[src/rtl/video_timing_gen_pkg.sv]
// Shared video configuration: coordinate widths and the default 720p60 raster.
package configPackage;

    // Coordinate / counter widths used across the HDMI pixel path
    localparam int VIDEO_X_BITWIDTH = 12;
    localparam int VIDEO_Y_BITWIDTH = 11;

    // 1280x720 @ 60 Hz (74.25 MHz pixel clock)
    localparam int H_ACTIVE_720P = 1280;
    localparam int H_FP_720P     = 110;
    localparam int H_SYNC_720P   = 40;
    localparam int H_BP_720P     = 220;
    localparam int V_ACTIVE_720P = 720;
    localparam int V_FP_720P     = 5;
    localparam int V_SYNC_720P   = 5;
    localparam int V_BP_720P     = 20;

    // Total length of one axis (active + front porch + sync + back porch)
    function automatic int axis_total(input int active, input int fp, input int sync, input int bp);
        return active + fp + sync + bp;
    endfunction

endpackage

[src/rtl/video_timing_axis.sv]
// One raster axis: a wrapping counter plus its active / sync region decode.
// Region order along the axis is active, front porch, sync, back porch.
module video_timing_axis
    import configPackage::*;
#(
    parameter int ACTIVE = 4,
    parameter int FP     = 1,
    parameter int SYNC   = 1,
    parameter int BP     = 1,
    parameter int WIDTH  = 12
) (
    input  logic             I_clk_pixel,
    input  logic             I_reset,
    input  logic             advance,
    output logic [WIDTH-1:0] count,
    output logic             active,
    output logic             sync,
    output logic             wrap
);

    localparam int TOTAL = axis_total(ACTIVE, FP, SYNC, BP);

    // Reject degenerate regions and counters too narrow for the axis length
    if (ACTIVE <= 0 || FP <= 0 || SYNC <= 0 || BP <= 0) begin : g_bad_region
        $error("video_timing_axis: every region length must be non-zero");
    end
    if (longint'(TOTAL) > (longint'(1) << WIDTH)) begin : g_bad_width
        $error("video_timing_axis: axis total does not fit in WIDTH bits");
    end

    localparam logic [WIDTH-1:0] LAST       = WIDTH'(TOTAL - 1);
    localparam logic [WIDTH-1:0] ACT_END    = WIDTH'(ACTIVE);
    localparam logic [WIDTH-1:0] SYNC_BEGIN = WIDTH'(ACTIVE + FP);
    localparam logic [WIDTH-1:0] SYNC_END   = WIDTH'(ACTIVE + FP + SYNC);

    logic at_last;

    // Wrap is an equality test against the last position, never an overflow
    always_comb begin
        at_last = (count == LAST);
        wrap    = advance && at_last;
        active  = (count < ACT_END);
        sync    = (count >= SYNC_BEGIN) && (count < SYNC_END);
    end

    // Position counter: steps only when advance is high, wraps to 0 after LAST
    always_ff @(posedge I_clk_pixel) begin
        if (I_reset) begin
            count <= '0;
        end else if (advance) begin
            count <= at_last ? '0 : count + WIDTH'(1);
        end
    end

endmodule

[src/rtl/video_timing_gen.sv]
// Raster timing generator for the HDMI output path.
// pixX/pixY describe the current counter state and feed the pixel colour
// generator, whose RGB appears one cycle later. O_de/O_hsync/O_vsync/
// O_frame_start are registered once so they line up with that RGB.
// O_de is the qualifier for the pixel stream: RGB is meaningful only in
// cycles where O_de is 1; there is no backpressure, the raster free-runs.
module video_timing_gen
    import configPackage::*;
#(
    parameter int   H_ACTIVE = H_ACTIVE_720P,
    parameter int   H_FP     = H_FP_720P,
    parameter int   H_SYNC   = H_SYNC_720P,
    parameter int   H_BP     = H_BP_720P,
    parameter int   V_ACTIVE = V_ACTIVE_720P,
    parameter int   V_FP     = V_FP_720P,
    parameter int   V_SYNC   = V_SYNC_720P,
    parameter int   V_BP     = V_BP_720P,
    parameter logic HS_POL   = 1'b1,
    parameter logic VS_POL   = 1'b1
) (
    input  logic                        I_clk_pixel,
    input  logic                        I_reset,
    output logic [VIDEO_X_BITWIDTH-1:0] pixX,
    output logic [VIDEO_Y_BITWIDTH-1:0] pixY,
    output logic [VIDEO_X_BITWIDTH-1:0] screenWidth,
    output logic [VIDEO_Y_BITWIDTH-1:0] screenHeight,
    output logic                        O_de,
    output logic                        O_hsync,
    output logic                        O_vsync,
    output logic                        O_frame_start
);

    logic [VIDEO_X_BITWIDTH-1:0] h_cnt;
    logic [VIDEO_Y_BITWIDTH-1:0] v_cnt;
    logic                        h_active;
    logic                        h_sync;
    logic                        h_wrap;
    logic                        v_active;
    logic                        v_sync;
    logic                        v_wrap_unused;
    logic                        act;
    logic                        fs;

    // Horizontal counter advances every pixel clock
    video_timing_axis #(
        .ACTIVE (H_ACTIVE),
        .FP     (H_FP),
        .SYNC   (H_SYNC),
        .BP     (H_BP),
        .WIDTH  (VIDEO_X_BITWIDTH)
    ) u_h_axis (
        .I_clk_pixel (I_clk_pixel),
        .I_reset     (I_reset),
        .advance     (1'b1),
        .count       (h_cnt),
        .active      (h_active),
        .sync        (h_sync),
        .wrap        (h_wrap)
    );

    // Vertical counter advances once per line, so vsync edges land on line boundaries
    video_timing_axis #(
        .ACTIVE (V_ACTIVE),
        .FP     (V_FP),
        .SYNC   (V_SYNC),
        .BP     (V_BP),
        .WIDTH  (VIDEO_Y_BITWIDTH)
    ) u_v_axis (
        .I_clk_pixel (I_clk_pixel),
        .I_reset     (I_reset),
        .advance     (h_wrap),
        .count       (v_cnt),
        .active      (v_active),
        .sync        (v_sync),
        .wrap        (v_wrap_unused)
    );

    // Stage-0 decode; coordinates come straight from the counter registers
    always_comb begin
        act          = h_active && v_active;
        fs           = (h_cnt == '0) && (v_cnt == '0);
        pixX         = act ? h_cnt : '0;
        pixY         = act ? v_cnt : '0;
        screenWidth  = VIDEO_X_BITWIDTH'(H_ACTIVE);
        screenHeight = VIDEO_Y_BITWIDTH'(V_ACTIVE);
    end

    // Stage-1: delay the decode by one cycle to match the colour generator's RGB
    always_ff @(posedge I_clk_pixel) begin
        if (I_reset) begin
            O_de          <= 1'b0;
            O_hsync       <= ~HS_POL;
            O_vsync       <= ~VS_POL;
            O_frame_start <= 1'b0;
        end else begin
            O_de          <= act;
            O_hsync       <= h_sync ? HS_POL : ~HS_POL;
            O_vsync       <= v_sync ? VS_POL : ~VS_POL;
            O_frame_start <= fs;
        end
    end

endmodule
[config.mk]
export PLATFORM = sky130hd
export DESIGN_NAME = video_timing_gen
export DESIGN_NICKNAME = d
export VERILOG_FILES = /design/src/rtl/video_timing_gen_pkg.sv /design/src/rtl/video_timing_axis.sv /design/src/rtl/video_timing_gen.sv
export SDC_FILE = /design/constraint.sdc
export NUM_CORES = 1
export LEC_CHECK = 0
export CORE_MARGIN = 8
export CORE_UTILIZATION = 45
export DETAILED_ROUTE_END_ITERATION = 10
export PLACE_DENSITY = 0.81
export SYNTH_ARGS = -nofsm -noshare
export SYNTH_HDL_FRONTEND = slang
export SYNTH_SLANG_ARGS = --single-unit
[constraint.sdc]
create_clock -name I_clk_pixel -period 2.4 [get_ports I_clk_pixel]
set_input_delay 0.36 -clock I_clk_pixel [delete_from_list [all_inputs] [get_ports I_clk_pixel]]
set_output_delay 0.36 -clock I_clk_pixel [all_outputs]
set_load 0.1 [all_outputs]
### After elaboration in Yosys (flattened, before gate mapping)

Cells that the tools add are included.

| word-level totals | value |
|---|---|
| register bits | 27 |
| output and inout bits | 50 |
| logic and storage cells | 28 |
| bits of input ports | 2 |

| operators by class | value |
|---|---|
| muxes and demuxes | 5 |
| reductions and logical operators | 7 |
| order comparisons | 6 |
| eq/ne operators | 2 |
| $add $sub $neg | 2 |

Operators by type and width:

| cell | number |
|---|---|
| 12-bit by 11-bit less-than comparator with 1-bit output (second input constant) | 2 |
| 11-bit by 10-bit less-than comparator with 1-bit output (second input constant) | 2 |
| 11-bit 2-to-1 mux | 2 |
| 12-bit by 1-bit adder with 12-bit output (second input constant) | 1 |
| 12-bit by 11-bit equality test with 1-bit output (second input constant) | 1 |
| 12-bit by 11-bit >= comparator with 1-bit output (second input constant) | 1 |
| 12-bit zero test | 1 |
| 12-bit 2-to-1 mux | 1 |
| 11-bit by 1-bit adder with 11-bit output (second input constant) | 1 |
| 11-bit by 10-bit equality test with 1-bit output (second input constant) | 1 |
| 11-bit by 10-bit >= comparator with 1-bit output (second input constant) | 1 |
| 11-bit zero test | 1 |
| 1-bit logical AND | 4 |
| 1-bit 2-to-1 mux | 2 |
| 2-bit OR reduction | 1 |

### Depth between registers and ports, before layout

| logic depth | value |
|---|---|
| depth in word-level cells | 3 |
| gate-level depth with buffers | 7 |
| mapped depth without buffers | 6 |

### Cells and area by module

From an unflattened synthesis, not the netlist that was laid out.

| unflattened totals | value |
|---|---|
| cell total of the unflattened synthesis | 213 |
| area, all modules | 1786.7 um^2 |

By module, submodules not included:

| module | area each (um^2) | cells each | sequential area each (um^2) | instances |
|---|---|---|---|---|
| video_timing_axis (u_h_axis) | 651.9 | 73 | 240.2 | 1 |
| video_timing_axis (u_v_axis) | 625.6 | 71 | 220.2 | 1 |
| video_timing_gen | 509.2 | 69 | 80.1 | 1 |

### Worst setup path after synthesis

No wires, ideal clock.

| timing path | value |
|---|---|
| kind | register to output |
| start point | register u_h_axis.count[8] |
| end point | output port pixY[9] |
| required time | 2.040 ns |
| setup slack | -0.662 ns |
| path buffers | 1 |
| stages on the path, launching flop included | 4 |
| arrival | 2.702 ns |
| path through | dfxtp_1 clkbuf_1 o21a_1 nor3_1 |

| between the ends | value |
|---|---|
| word-level cells in the longest chain between the ends | 3 |

Ends and longest elaborated chain:

| what | RTL line | text |
|---|---|---|
| start, declared | video_timing_axis.sv:15 | `output logic [WIDTH-1:0] count,` |
| start signal, assigned | video_timing_axis.sv:51 | `count <= at_last ? '0 : count + WIDTH'(1);` |
| 12-bit by 11-bit less-than comparator with 1-bit output | video_timing_axis.sv:42 | `active = (count < ACT_END);` |
| 1-bit logical AND | video_timing_gen.sv:80 | `act = h_active && v_active;` |
| 11-bit 2-to-1 mux | video_timing_gen.sv:83 | `pixY = act ? v_cnt : '0;` |
| end, declared | video_timing_gen.sv:24 | `output logic [VIDEO_Y_BITWIDTH-1:0] pixY,` |

Every way passes these cells.

### Worst setup path after layout

| timing path | value |
|---|---|
| start point | register u_v_axis.count[6] |
| end point | output port pixY[6] |

| between the ends | value |
|---|---|
| word-level cells in the longest chain between the ends | 3 |

Ends and longest elaborated chain:

| what | RTL line |
|---|---|
| start, declared | video_timing_axis.sv:15 |
| start signal, assigned | video_timing_axis.sv:51 |
| 11-bit by 10-bit less-than comparator with 1-bit output | video_timing_axis.sv:42 |
| 1-bit logical AND | video_timing_gen.sv:80 |
| 11-bit 2-to-1 mux (*) | video_timing_gen.sv:83 |

Mark *: on every way between the ends. The rest lies on a longest branch, timed or not.

==> impl_results.md <==
* Startpoint of the worst register-to-register path: u_h_axis.count[3]
* Gpl congestion at ~0.86
* Type of element capturing the critical path: output pin
* # clock sinks at 27
* Reg power frac at about 46%
* Crit path launch type: flop
* Final total negative setup slack at 0 ps
* CP Class: flop to output pin
* Global-route wire length before repair at 6382 um
* Number of buffers inserted during clock tree synthesis at 3
* Total Wirelength at 4024 um
* Fillers at 352
* Setup violation total in the final timing report at 0
* Sequential cell area fraction in the yosys report at 30.49%
* Cell types occupying the most area after synthesis: sky130_fd_sc_hd__dfxtp_1 30%, sky130_fd_sc_hd__buf_4 11%, sky130_fd_sc_hd__and2_1 6.7%
* Required time at the endpoint of the critical path at 2040 ps
* Area Growth Syn to Fin at 28.37%
* Clock slew at the register clock pins of the worst setup and hold paths at 100 ps
* NumNets Final at about 250
* Worst endpoint data arrival time at about 1900 ps
* Vias in the first global route at between 1000 and 1500
* Detail Route Antenna Nets at 0
* Kind of cell with the highest combined delay on the critical path: compound AO/OA/AOI/OAI gates
* Unrepaired setup endpoints after global routing: no
* Area occupied by registers at 540.5 sq um
* Count of H-tree levels built during CTS at 1
* Pre-Repair DR Iteration Count at 4
* Top-area cell type share of the netlist area at between 30% and 40%
* Share of flip-flops with an asynchronous set or reset at 0%
* Net switching power at roughly 0.4 mW
* Initial core utilization at 45.64%
* Crit share post-route at a little over 90%
* Pint at between 0.6 and 0.7 mW
* Remaining global-route overflow at 0
* Startpoint of the worst hold path: u_h_axis.count[0]
* Max FO, Critical Path at 9
* Clock Skews at approximately 10 ps
* CTS root buffer: sky130_fd_sc_hd__clkbuf_8
* Multiplexer share of the synthesized area at 1.694%
* Ant. Diodes at 0
* Total of warnings raised by yosys at 0
* Buffers plus inverters on the worst setup path at 2
* Share of cells above drive strength 1 at approximately 30%
* Overall die height at slightly below 80 um
* Via count at ~1500
* Fraction of power consumed by the clock network at between 20% and 30%
* Switching part of the total power at roughly 40%
* Top Ports at 52
* HPWL after detailed placement at about 3000 um
* IO buf count at 26
* Hold Crit Class: flop to flop
* P per Cell Area at between 400 and 500 nW/um^2
* Longest Clk Path Bufs at 2
* Post-synthesis cell area at ~1800 sq um
* Most used flip-flop cell after synthesis: sky130_fd_sc_hd__dfxtp_1
* Total routing usage reported by global routing at approximately 12%
* Cell type contributing the most total cell area after synthesis: sky130_fd_sc_hd__dfxtp_1
* Final Hold Violating Endpoints at 0
* Cell count after synthesis at 215
* Run status: finished, final reports clean
* Main combinational cell family by area after synthesis: simple AND/OR/NAND/NOR gates
* Cell area after layout at between 2000 and 2500 sq um
* Antenna violations before repair at 0
* Post-synthesis share of cell area spent on and, or, nand and nor gates at between 30 and 40%
* Crit path from: u_v_axis.count[6]
* Die span in x at 78.77 um
* Area of placed instances at roughly 2200 sq um
* Number of pins with negative max-slew slack in the final report at 0
* Vias per cell at 5.252
* CTS tree: yes
* Highest clock frequency the design can meet at around 0.45 GHz
* Library cell contributing the largest single delay on the critical path: sky130_fd_sc_hd__dfxtp_1
* #FFs+latches synth at 27
* Placement row count at 23
* Post-CTS setup-driven buffer insertion count at 0
* Cell-by-cell listing of the critical path: o211ai_1 > nand2b_1 > a2111oi_4 > buf_4 > and2_2 > buf_12
* Largest net degree at the start of global routing at 17
* Fraction of the mapped netlist area in compound gates at a little under a tenth
* Adder and majority gate portion of the synthesized area at approximately 4.2%
* Max-cap violation count at 0
* Syn Area/Cell at 8.246 sq um
* Clk Latency, worst-skew pair at 270 ps
* Shortest period the worst path allows at about 2200 ps
* Commonest cells post-synth: 27 x sky130_fd_sc_hd__buf_4, 27 x sky130_fd_sc_hd__dfxtp_1, 20 x sky130_fd_sc_hd__nor2_1, 19 x sky130_fd_sc_hd__and2_1, 11 x sky130_fd_sc_hd__nand2_1
* Synth unique cells at 46
* Total of hold buffers inserted after clock tree synthesis at 0
* Multi-input gate area in the final layout at around 1100 sq um
* Routed wirelength normalized by instance count at 14.07 um
* Area of the core at 3885 sq um
* Detailed Route Iter0 Violations at between 100 and 150
* Standby leakage power at ~0.9 nW
* Critical path's largest stage delay at roughly 380 ps
* Die ar. at 6205 sq um
* Share of the synthesized netlist area taken by xor and xnor gates at roughly 6.4%
* Max rail drop VDD at about 250 uV
* Count of flip-flops with a built-in enable after synthesis at 0
* Remaining routing DRC violations at 0
* Combinational fraction of design power at between 20% and 30%
## area by class of cell
cell class,instances,area share (%)
Inverter,7,1.154
Sequential cell,27,23.75
Tap cell,50,2.749
Clock buffer,3,1.814
Clock inverter,1,0.2199
Timing Repair Buffer,33,22.70
Multi-Input combinational cell,165,47.61
## timing repair
item                                    4_1_cts  5_1_grt
gates resized for setup                       0        6
endpoints found under the setup margin        0       16
endpoints found under the hold margin         0        0
## cells in the final DEF, fill, tap and decap left out, types with 6 or more instances in the layout
master	instances
sky130_fd_sc_hd__xor2_1	6
sky130_fd_sc_hd__xnor2_1	7
sky130_fd_sc_hd__nand4_1	6
sky130_fd_sc_hd__inv_1	7
sky130_fd_sc_hd__ha_1	6
sky130_fd_sc_hd__dfxtp_1	27
sky130_fd_sc_hd__nand2_1	11
sky130_fd_sc_hd__conb_1	25
sky130_fd_sc_hd__nor3_1	8
sky130_fd_sc_hd__nor2_1	20
sky130_fd_sc_hd__buf_12	21
sky130_fd_sc_hd__and2_2	20
sky130_fd_sc_hd__buf_4	10
## per-stage QoR
step | util (%) | power (mW) | worst slack [ps] | cells | hold slack [ps]
final | 58.58 | 1.009 | 161.8 | 286 | 512.0
after detailed placement | 56.78 | 0.7555 | 276.0 | 281 | 491.7
after global routing | 58.58 | 1.040 | 42.78 | 286 | 534.6
after global placement | 56.78 | 0.7534 | 349.3 | 281 | 477.3
after floorplan | - | 0.7547 | 161.1 | 238 | 431.6
after CTS | 57.97 | 1.009 | 102.1 | 285 | 514.1
## metal layers
layer  share of wire, %  global-route usage [%]
met4                2.2                   4.630
met1                 40                   14.92
met3                7.8                   2.257
met5                  0                       0
met2                 50                   20.55
## registers in the layout, indices dropped and copies added, names as in the netlist
| signal | cells |
|---|---|
| O_de | 1 |
| O_frame_start | 1 |
| O_hsync | 1 |
| O_vsync | 1 |
| u_h_axis.count | 12 |
| u_v_axis.count | 11 |
## path summary, 6_finish.rpt
path | endpoint | slack, ps | cells after the start
min reg2reg | u_h_axis.count[0] | 510 | 1
min | u_h_axis.count[0] | 510 | 1
max | pixY[6] | 160 | 6
max reg2reg | u_v_axis.count[9] | 220 | 4
## cells by family (layout without fill, tap and decap cells)
kind of cell / count (synthesis) / in the layout
xor+xnor: 13 / 13
flops: 27 / 27
buf+inv: 46 / 44
compound gates: 22 / 22
mux: 3 / 3
fa+ha+maj: 6 / 6
other cells: 2 / 25
simple gates: 96 / 96
## power groups by stage
stage / Clock (mW) / Combinational [mW] / Sequential (mW)
detailed placement: 0 / 0.282 / 0.474
floorplan: 0 / 0.265 / 0.490
finish: 0.262 / 0.284 / 0.463
CTS: 0.263 / 0.282 / 0.463
global placement: 0 / 0.281 / 0.472
global route: 0.283 / 0.292 / 0.465
Power figures use the tool's default switching activity.
